### config.mk
export PLATFORM = sky130hd
export DESIGN_NAME = bringup_vram_march_flat
export DESIGN_NICKNAME = d
export VERILOG_FILES = /design/src/rtl/bringup_vram_march_if.sv /design/src/rtl/bringup_vram_march.sv /design/src/flat_wrapper.sv
export SDC_FILE = /design/constraint.sdc
export NUM_CORES = 1
export LEC_CHECK = 0
export ABC_CLOCK_PERIOD_IN_PS = 2100
export BUFFER_PORTS_ARGS = -buffer_cell sky130_fd_sc_hd__buf_4
export CELL_PAD_IN_SITES_DETAIL_PLACEMENT = 0
export CELL_PAD_IN_SITES_GLOBAL_PLACEMENT = 1
export CORE_MARGIN = 2
export CORE_UTILIZATION = 36
export DETAILED_ROUTE_END_ITERATION = 10
export HOLD_SLACK_MARGIN = 0.1
export PLACE_DENSITY = 0.75
export SLEW_MARGIN = 20
export SYNTH_ARGS = -nofsm -noshare
export SYNTH_HDL_FRONTEND = slang
export SYNTH_SLANG_ARGS = --single-unit
### constraint.sdc
create_clock -name clock -period 2.1 [get_ports clock]
set_input_delay 0.315 -clock clock [delete_from_list [all_inputs] [get_ports clock]]
set_output_delay 0.315 -clock clock [all_outputs]
set_load 0.05 [all_outputs]
### src/rtl/bringup_vram_march_if.sv
// VRAM pin bundle shared by chips A and B: address, strobes, level-shifter directions and split data pins.
interface bringup_vram_march_if;
    logic        lvl_va_dir;
    logic        lvl_vd_dir;
    logic        vd_oe;
    logic        vrd_n;
    logic        vawr_n;
    logic        vbwr_n;
    logic        va14;
    logic [13:0] vaa;
    logic [13:0] vab;
    logic [7:0]  vda_o;
    logic [7:0]  vdb_o;
    logic [7:0]  vda_i;
    logic [7:0]  vdb_i;

    modport master (
        output lvl_va_dir, lvl_vd_dir, vd_oe, vrd_n, vawr_n, vbwr_n,
        output va14, vaa, vab, vda_o, vdb_o,
        input  vda_i, vdb_i
    );

    modport slave (
        input  lvl_va_dir, lvl_vd_dir, vd_oe, vrd_n, vawr_n, vbwr_n,
        input  va14, vaa, vab, vda_o, vdb_o,
        output vda_i, vdb_i
    );
endinterface

### src/rtl/bringup_vram_march.sv
// VRAM bringup tester: writes a mode-selected pattern (chip B gets the inverse) to every address,
// reads everything back and reports pass, error count and the first failing address/data.
module bringup_vram_march #(
    parameter int ADDR_BITS   = 15,
    parameter int STEP_CYCLES = 120,
    parameter bit STOP_ON_ERR = 1'b0
) (
    input  logic                 clock,
    input  logic                 reset,
    input  logic                 start,
    input  logic [1:0]           mode,
    bringup_vram_march_if.master vram,
    output logic                 busy,
    output logic                 done,
    output logic                 pass,
    output logic [15:0]          err_count,
    output logic [14:0]          fail_addr,
    output logic [15:0]          fail_data,
    output logic                 led7,
    output logic                 led8
);

    localparam int                   CW        = $clog2(STEP_CYCLES);
    localparam logic [CW-1:0]        LAST_STEP = CW'(STEP_CYCLES - 1);
    localparam logic [ADDR_BITS-1:0] LAST_ADDR = '1;

    typedef enum logic [2:0] {
        S_IDLE,
        S_W_SETUP,
        S_W_STROBE,
        S_W_HOLD,
        S_R_ADDR,
        S_R_STROBE,
        S_FINISH
    } state_t;

    state_t               r_state;
    logic [CW-1:0]        r_step;
    logic [ADDR_BITS-1:0] r_addr;
    logic [1:0]           r_mode;
    logic                 r_vd_dir;
    logic                 r_vrd_n;
    logic                 r_vwr_n;
    logic [7:0]           r_vda;
    logic [7:0]           r_vdb;
    logic                 r_busy;
    logic                 r_done;
    logic                 r_pass;
    logic [15:0]          r_err_count;
    logic [14:0]          r_fail_addr;
    logic [15:0]          r_fail_data;

    logic                 w_last_step;
    logic                 w_last_addr;
    logic [ADDR_BITS-1:0] w_addr_next;
    logic [14:0]          w_addr15;
    logic [7:0]           w_exp_a;
    logic                 w_mismatch;

    function automatic logic [7:0] pattern(input logic [1:0] m, input logic [ADDR_BITS-1:0] a);
        logic [7:0] a8;
        a8 = 8'(a);
        case (m)
            2'd0:    return a8;
            2'd1:    return ~a8;
            2'd2:    return a8[0] ? 8'hAA : 8'h55;
            default: return 8'h00;
        endcase
    endfunction

    assign w_last_step = (r_step == LAST_STEP);
    assign w_last_addr = (r_addr == LAST_ADDR);
    assign w_addr_next = r_addr + 1'b1;
    assign w_addr15    = 15'(r_addr);
    assign w_exp_a     = pattern(r_mode, r_addr);
    // Chip B always holds the inverse of chip A, so a bridged data bus shows up as a mismatch.
    assign w_mismatch  = (vram.vda_i != w_exp_a) || (vram.vdb_i != ~w_exp_a);

    // NOTE: every register below uses non-blocking assignments so all of them update from the same pre-edge values.
    always_ff @(posedge clock) begin
        if (reset) begin
            r_state     <= S_IDLE;
            r_step      <= '0;
            r_addr      <= '0;
            r_mode      <= 2'd0;
            r_vd_dir    <= 1'b0;
            r_vrd_n     <= 1'b1;
            r_vwr_n     <= 1'b1;
            r_vda       <= 8'h00;
            r_vdb       <= 8'h00;
            r_busy      <= 1'b0;
            r_done      <= 1'b0;
            r_pass      <= 1'b0;
            r_err_count <= 16'd0;
            r_fail_addr <= 15'd0;
            r_fail_data <= 16'd0;
        end else begin
            if (r_state inside {S_IDLE, S_FINISH} || w_last_step) begin
                r_step <= '0;
            end else begin
                r_step <= r_step + 1'b1;
            end

            case (r_state)
                S_IDLE: begin
                    if (start) begin
                        r_state     <= S_W_SETUP;
                        r_addr      <= '0;
                        r_mode      <= mode;
                        r_vd_dir    <= 1'b1;
                        r_vda       <= pattern(mode, '0);
                        r_vdb       <= ~pattern(mode, '0);
                        r_busy      <= 1'b1;
                        r_done      <= 1'b0;
                        r_pass      <= 1'b0;
                        r_err_count <= 16'd0;
                        r_fail_addr <= 15'd0;
                        r_fail_data <= 16'd0;
                    end
                end

                S_W_SETUP: begin
                    if (w_last_step) begin
                        r_state <= S_W_STROBE;
                        r_vwr_n <= 1'b0;
                    end
                end

                S_W_STROBE: begin
                    if (w_last_step) begin
                        r_state <= S_W_HOLD;
                        r_vwr_n <= 1'b1;
                    end
                end

                S_W_HOLD: begin
                    if (w_last_step) begin
                        r_addr <= w_addr_next;
                        if (w_last_addr) begin
                            // Strobes are already high here, so turning the data bus around is safe.
                            r_state  <= S_R_ADDR;
                            r_vd_dir <= 1'b0;
                        end else begin
                            r_state <= S_W_SETUP;
                            r_vda   <= pattern(r_mode, w_addr_next);
                            r_vdb   <= ~pattern(r_mode, w_addr_next);
                        end
                    end
                end

                S_R_ADDR: begin
                    if (w_last_step) begin
                        r_state <= S_R_STROBE;
                        r_vrd_n <= 1'b0;
                    end
                end

                S_R_STROBE: begin
                    if (w_last_step) begin
                        r_vrd_n <= 1'b1;
                        if (w_mismatch) begin
                            if (r_err_count != 16'hFFFF) begin
                                r_err_count <= r_err_count + 16'd1;
                            end
                            if (r_err_count == 16'd0) begin
                                r_fail_addr <= w_addr15;
                                r_fail_data <= {vram.vda_i, vram.vdb_i};
                            end
                        end
                        if (w_last_addr || (STOP_ON_ERR && w_mismatch)) begin
                            r_state <= S_FINISH;
                        end else begin
                            r_state <= S_R_ADDR;
                            r_addr  <= w_addr_next;
                        end
                    end
                end

                S_FINISH: begin
                    r_state <= S_IDLE;
                    r_done  <= 1'b1;
                    r_pass  <= (r_err_count == 16'd0);
                    r_busy  <= 1'b0;
                end

                default: r_state <= S_IDLE;
            endcase
        end
    end

    assign vram.lvl_va_dir = 1'b1;
    assign vram.lvl_vd_dir = r_vd_dir;
    assign vram.vd_oe      = r_vd_dir;
    assign vram.vrd_n      = r_vrd_n;
    assign vram.vawr_n     = r_vwr_n;
    assign vram.vbwr_n     = r_vwr_n;
    assign vram.va14       = w_addr15[14];
    assign vram.vaa        = w_addr15[13:0];
    assign vram.vab        = w_addr15[13:0];
    assign vram.vda_o      = r_vda;
    assign vram.vdb_o      = r_vdb;

    assign busy      = r_busy;
    assign done      = r_done;
    assign pass      = r_pass;
    assign err_count = r_err_count;
    assign fail_addr = r_fail_addr;
    assign fail_data = r_fail_data;
    assign led7      = r_busy ? r_step[CW-1] : r_done;
    assign led8      = r_pass;

endmodule

### src/flat_wrapper.sv
// flat-port wrapper written by rule: the top's interface ports become plain ports
module bringup_vram_march_flat 
#(
    parameter int ADDR_BITS   = 15,
    parameter int STEP_CYCLES = 120,
    parameter bit STOP_ON_ERR = 1'b0
)
  (clock, reset, start, mode, busy, done, pass, err_count, fail_addr, fail_data, led7, led8, vram_lvl_va_dir, vram_lvl_vd_dir, vram_vd_oe, vram_vrd_n, vram_vawr_n, vram_vbwr_n, vram_va14, vram_vaa, vram_vab, vram_vda_o, vram_vdb_o, vram_vda_i, vram_vdb_i);
  bringup_vram_march_if vram_i ();
  input  logic clock;
  input  logic reset;
  input  logic start;
  input  logic [1:0] mode;
  output logic busy;
  output logic done;
  output logic pass;
  output logic [15:0] err_count;
  output logic [14:0] fail_addr;
  output logic [15:0] fail_data;
  output logic led7;
  output logic led8;
  output wire logic [$bits(vram_i.lvl_va_dir)-1:0] vram_lvl_va_dir;
  output wire logic [$bits(vram_i.lvl_vd_dir)-1:0] vram_lvl_vd_dir;
  output wire logic [$bits(vram_i.vd_oe)-1:0] vram_vd_oe;
  output wire logic [$bits(vram_i.vrd_n)-1:0] vram_vrd_n;
  output wire logic [$bits(vram_i.vawr_n)-1:0] vram_vawr_n;
  output wire logic [$bits(vram_i.vbwr_n)-1:0] vram_vbwr_n;
  output wire logic [$bits(vram_i.va14)-1:0] vram_va14;
  output wire logic [$bits(vram_i.vaa)-1:0] vram_vaa;
  output wire logic [$bits(vram_i.vab)-1:0] vram_vab;
  output wire logic [$bits(vram_i.vda_o)-1:0] vram_vda_o;
  output wire logic [$bits(vram_i.vdb_o)-1:0] vram_vdb_o;
  input wire logic [$bits(vram_i.vda_i)-1:0] vram_vda_i;
  input wire logic [$bits(vram_i.vdb_i)-1:0] vram_vdb_i;
  assign vram_lvl_va_dir = vram_i.lvl_va_dir;
  assign vram_lvl_vd_dir = vram_i.lvl_vd_dir;
  assign vram_vd_oe = vram_i.vd_oe;
  assign vram_vrd_n = vram_i.vrd_n;
  assign vram_vawr_n = vram_i.vawr_n;
  assign vram_vbwr_n = vram_i.vbwr_n;
  assign vram_va14 = vram_i.va14;
  assign vram_vaa = vram_i.vaa;
  assign vram_vab = vram_i.vab;
  assign vram_vda_o = vram_i.vda_o;
  assign vram_vdb_o = vram_i.vdb_o;
  assign vram_i.vda_i = vram_vda_i;
  assign vram_i.vdb_i = vram_vdb_i;
  bringup_vram_march #(.ADDR_BITS(ADDR_BITS), .STEP_CYCLES(STEP_CYCLES), .STOP_ON_ERR(STOP_ON_ERR)) u_core (.clock(clock), .reset(reset), .start(start), .mode(mode), .vram(vram_i), .busy(busy), .done(done), .pass(pass), .err_count(err_count), .fail_addr(fail_addr), .fail_data(fail_data), .led7(led7), .led8(led8));
endmodule
==> summary.md <==
| Metric | Value |
|---|---|
| Hold-critical path depth | 2 |
| Vias in the first global route | between 5000 and 6000 |
| Main area contributors after synthesis | dfxtp_1, a22o_1, a21oi_1 |
| Clk slew on worst S/H paths | about 70 ps |
| Final Non-Filler Cells | 1011 |
| Data required, critical path | 2350 ps |
| Multi-input gate area | 3180 um^2 |
| Sink Count | 96 |
| Die width | roughly 120 um |
| CTS tree | built |
| Design area | 7840 um^2 |
| Leak | 3.35 nW |
| Comb power frac | 16.6% |
| TritonCTS Buffers | 9 |
| First-pass GRT wire length | 27400 um |
| Drt wl/cell | around 18 um |
| Final Hold Fails | 0 |
| Post-DRT Antenna Nets | 0 |
| Post-synth EDFFs | 0 |
| Power Total | about 4.2 mW |
| Rows | 43 |
| Failing checks | negative setup slack |
| Hold WC Path Type | primary input to flop |
| CP Capture Type | flop |
| Synth warnings | 0 |
| Initial antenna violation count | 0 |
| Hpwl dp | 12100 um |
| Initial Utilization | between 30 and 40% |
| Worst reg-to-reg setup slack | -300 ps |
| Power per cell area | ~540 nW/um^2 |
| Final Cycle Share | 114% |
| Worst-margin pin slew | 539 ps |
| Final worst slack | -296 ps |
| Synth Register Bits | 96 |
| Total grt overflow | 0 |
| Post-synth cell types | 70 |
| Core area | approximately 14000 um^2 |
| Commonest cells in the synthesized netlist | dfxtp_1, nand2_1, nor2_1 |
| Via-to-Cell Ratio | 5.43 |
| Placer Congestion | 0.915 |
| NetSw | 1.18 mW |
| Placed cell count | 962 |
| DRC errors left | 0 |
| IO Pins | 124 |
| Reg area | 1980 um^2 |
| Status | complete, but fails checks |
| Syn_nets | between 600 and 700 |
| Post-synth top area share | around 38% |
| Final Max Slew Viols | 0 |
| Clock share of power | 39.3% |
| Clk buf depth | 2 |
| Synth-to-Final Area Change | 53.1% |
| Worst Path Max Fanout | 11 |
| Dpl ws | -863 ps |
| Layout cells sized above 1 | 45.4% |
| Antenna diodes | 0 |
| Post-DP Area | 6800 um^2 |
| Core Util, Final | 56.5% |
| Highest Clock Rate | 417 MHz |
| DRT Pass-1 Iters | 5 |
| Clk_lat worst skew | approximately 360 ps |
| # fillers | 1281 |
| Sequential area share after synthesis | 37.5% |
| Synthesized instance count | 607 |
| Htree depth | 3 |
| WL final | 17900 um |
| MaxCap Viol Count | 0 |
| Switch share | 27.9% |
| CTS Hold Buffers Added | 0 |
| Type of origin of the critical path | flop |
| Internal | approximately 3 mW |
| Die Footprint | 15200 um^2 |
| Mapped Area | 5120 um^2 |
| Vert. Die Dim | between 100 and 150 um |
| Final Skew | 8.68 ps |
| CP Class | flop to flop |
| Hold Worst Slack | 186 ps |
| Worst slew margin | 64.0% |
| R2R cell count | 11 |
| Mean area per synthesized cell | 8.43 um^2 |
| Max VDD drop | 0.363 mV |
| Setup-failing EPs final | 77 |
| IO buf count | 122 |
| Min cycle time layout | 2400 ps |
| Leading area contributor after synthesis | dfxtp_1 |
| Layout net count | ~850 |
| Power share of the sequential group | 44.2% |
| Synth Flop Type | dfxtp_1 |
| Vias post-DR | between 5000 and 6000 |
| CP arrival | 2640 ps |
| Setup_tns | -13980 ps |
| Most numerous cell in the Yosys netlist | dfxtp_1 |
| Largest net degree at the start of global routing | 43 |
| Initial DRC Count | 378 |
| Clk root buf | clkbuf_16 |
| Fraction of registers with async set/reset | 0% |
| Gr usage total | 23.6% |
| RSZ-0062 raised after global routing | true |
what timing repair did:
item                                    4_1_cts  5_1_grt
endpoints found under the setup margin       79       82
endpoints found under the hold margin         0        0
pin swaps                                    65       38
resized for setup                            87       41
setup buffers                                20       11
gates cloned                                  4        1
power by group through the flow:
stage | registers, mW | clock network [mW] | logic, mW
6_report | 1.86 | 1.66 | 0.700
5_1_grt | 1.86 | 1.76 | 0.743
4_1_cts | 1.86 | 1.67 | 0.667
3_5_place_dp | 1.91 | 0 | 0.576
3_3_place_gp | 1.91 | 0 | 0.571
2_1_floorplan | 1.99 | 0 | 0.264
state kept, by name, indices dropped and copies added (netlist names):
name and flops:
u_core.r_addr 15, u_core.led8 1, u_core.vram.lvl_vd_dir 1, u_core.fail_data 16
u_core.err_count 16, u_core.vram.vda_o 8, u_core.r_step 7, u_core.vram.vawr_n 1
u_core.vram.vrd_n 1, u_core.r_state 3, u_core.busy 1, u_core.fail_addr 15
u_core.done 1, u_core.vram.vdb_o 8, u_core.r_mode 2
kinds of logic after synthesis:
logic type | count (synthesis) | share of synthesized area (%)
AND/OR/NAND/NOR | 213 | 21.8
AO/OA/AOI/OAI | 178 | 23.8
flip-flops | 96 | 37.5
buffers and inverters | 75 | 8.63
XOR/XNOR | 34 | 5.82
adder cells (fa/ha/maj) | 5 | 1.22
multiplexers | 5 | 1.10
other | 1 | 0.0732
worst max-delay path, cell delays in order, from the launching register on:
cell	delay, ps
dfxtp_4	380
buf_4	180
a21oi_1	160
nor2_1	80
o41ai_2	340
buf_4	170
and4b_1	180
and4b_4	310
buf_12	120
nor3_4	40
buf_6	150
a22o_1	170
final cells by class:
cell class / instances / share of cell area, %
Clock buffer: 12 / 3.42
Clock inverter: 4 / 0.303
Inverter: 17 / 0.814
Multi-Input combinational cell: 440 / 40.6
Sequential cell: 96 / 25.3
Tap cell: 180 / 2.87
Timing Repair Buffer: 262 / 26.7
path summary, 6_finish.rpt:
check,end,startpoint
worst max-delay path,u_core.fail_addr[11]$_SDFFE_PP0P_,u_core.r_mode[0]$_SDFFE_PP0P_
worst min-delay path,u_core.fail_data[0]$_SDFFE_PP0P_,vram_vdb_i[0]
worst max register to register,u_core.fail_addr[11]$_SDFFE_PP0P_,u_core.r_mode[0]$_SDFFE_PP0P_
worst min register to register,u_core.vram.vda_o[3]$_SDFFE_PP0P_,u_core.vram.vda_o[3]$_SDFFE_PP0P_
routing by layer:
metal,share of wire [%],wire length [um],GRT usage (%),vias up
met5,0,0,0,-
met4,2.4,423,8.66,0
met3,5.3,943,3.92,43
met2,48,8550,38.1,185
met1,45,7980,31.5,2622
li1,-,-,-,2638
cell usage in the layout (no fill, tap or decap), types with 4 or more instances in the layout:
cell type | Yosys | layout
xor2_1 | 12 | 12
xnor2_1 | 22 | 21
o21a_4 | 1 | 5
o21ai_1 | 10 | 12
nor4_1 | 9 | 5
nor2_1 | 50 | 43
nand2_1 | 53 | 50
nand4b_1 | 4 | 4
a22o_1 | 31 | 31
a21oi_1 | 49 | 41
o311ai_1 | 4 | 4
nand3b_1 | 4 | 4
nand3_1 | 23 | 20
dfxtp_1 | 96 | 73
ha_1 | 5 | 4
nand4_1 | 11 | 11
buf_4 | 21 | 236
inv_1 | 16 | 15
o21ai_2 | 0 | 12
dfxtp_4 | 0 | 12
o21ai_0 | 28 | 13
nor2_4 | 1 | 6
a21oi_2 | 0 | 7
and3_1 | 9 | 9
dfxtp_2 | 0 | 11
o211a_1 | 8 | 8
nor2b_1 | 7 | 6
buf_6 | 9 | 23
clkbuf_16 | 0 | 10
nand2b_1 | 10 | 10
a31oi_1 | 5 | 5
nor3_1 | 8 | 8
a21o_1 | 4 | 4
Power figures use the tool's default switching activity.
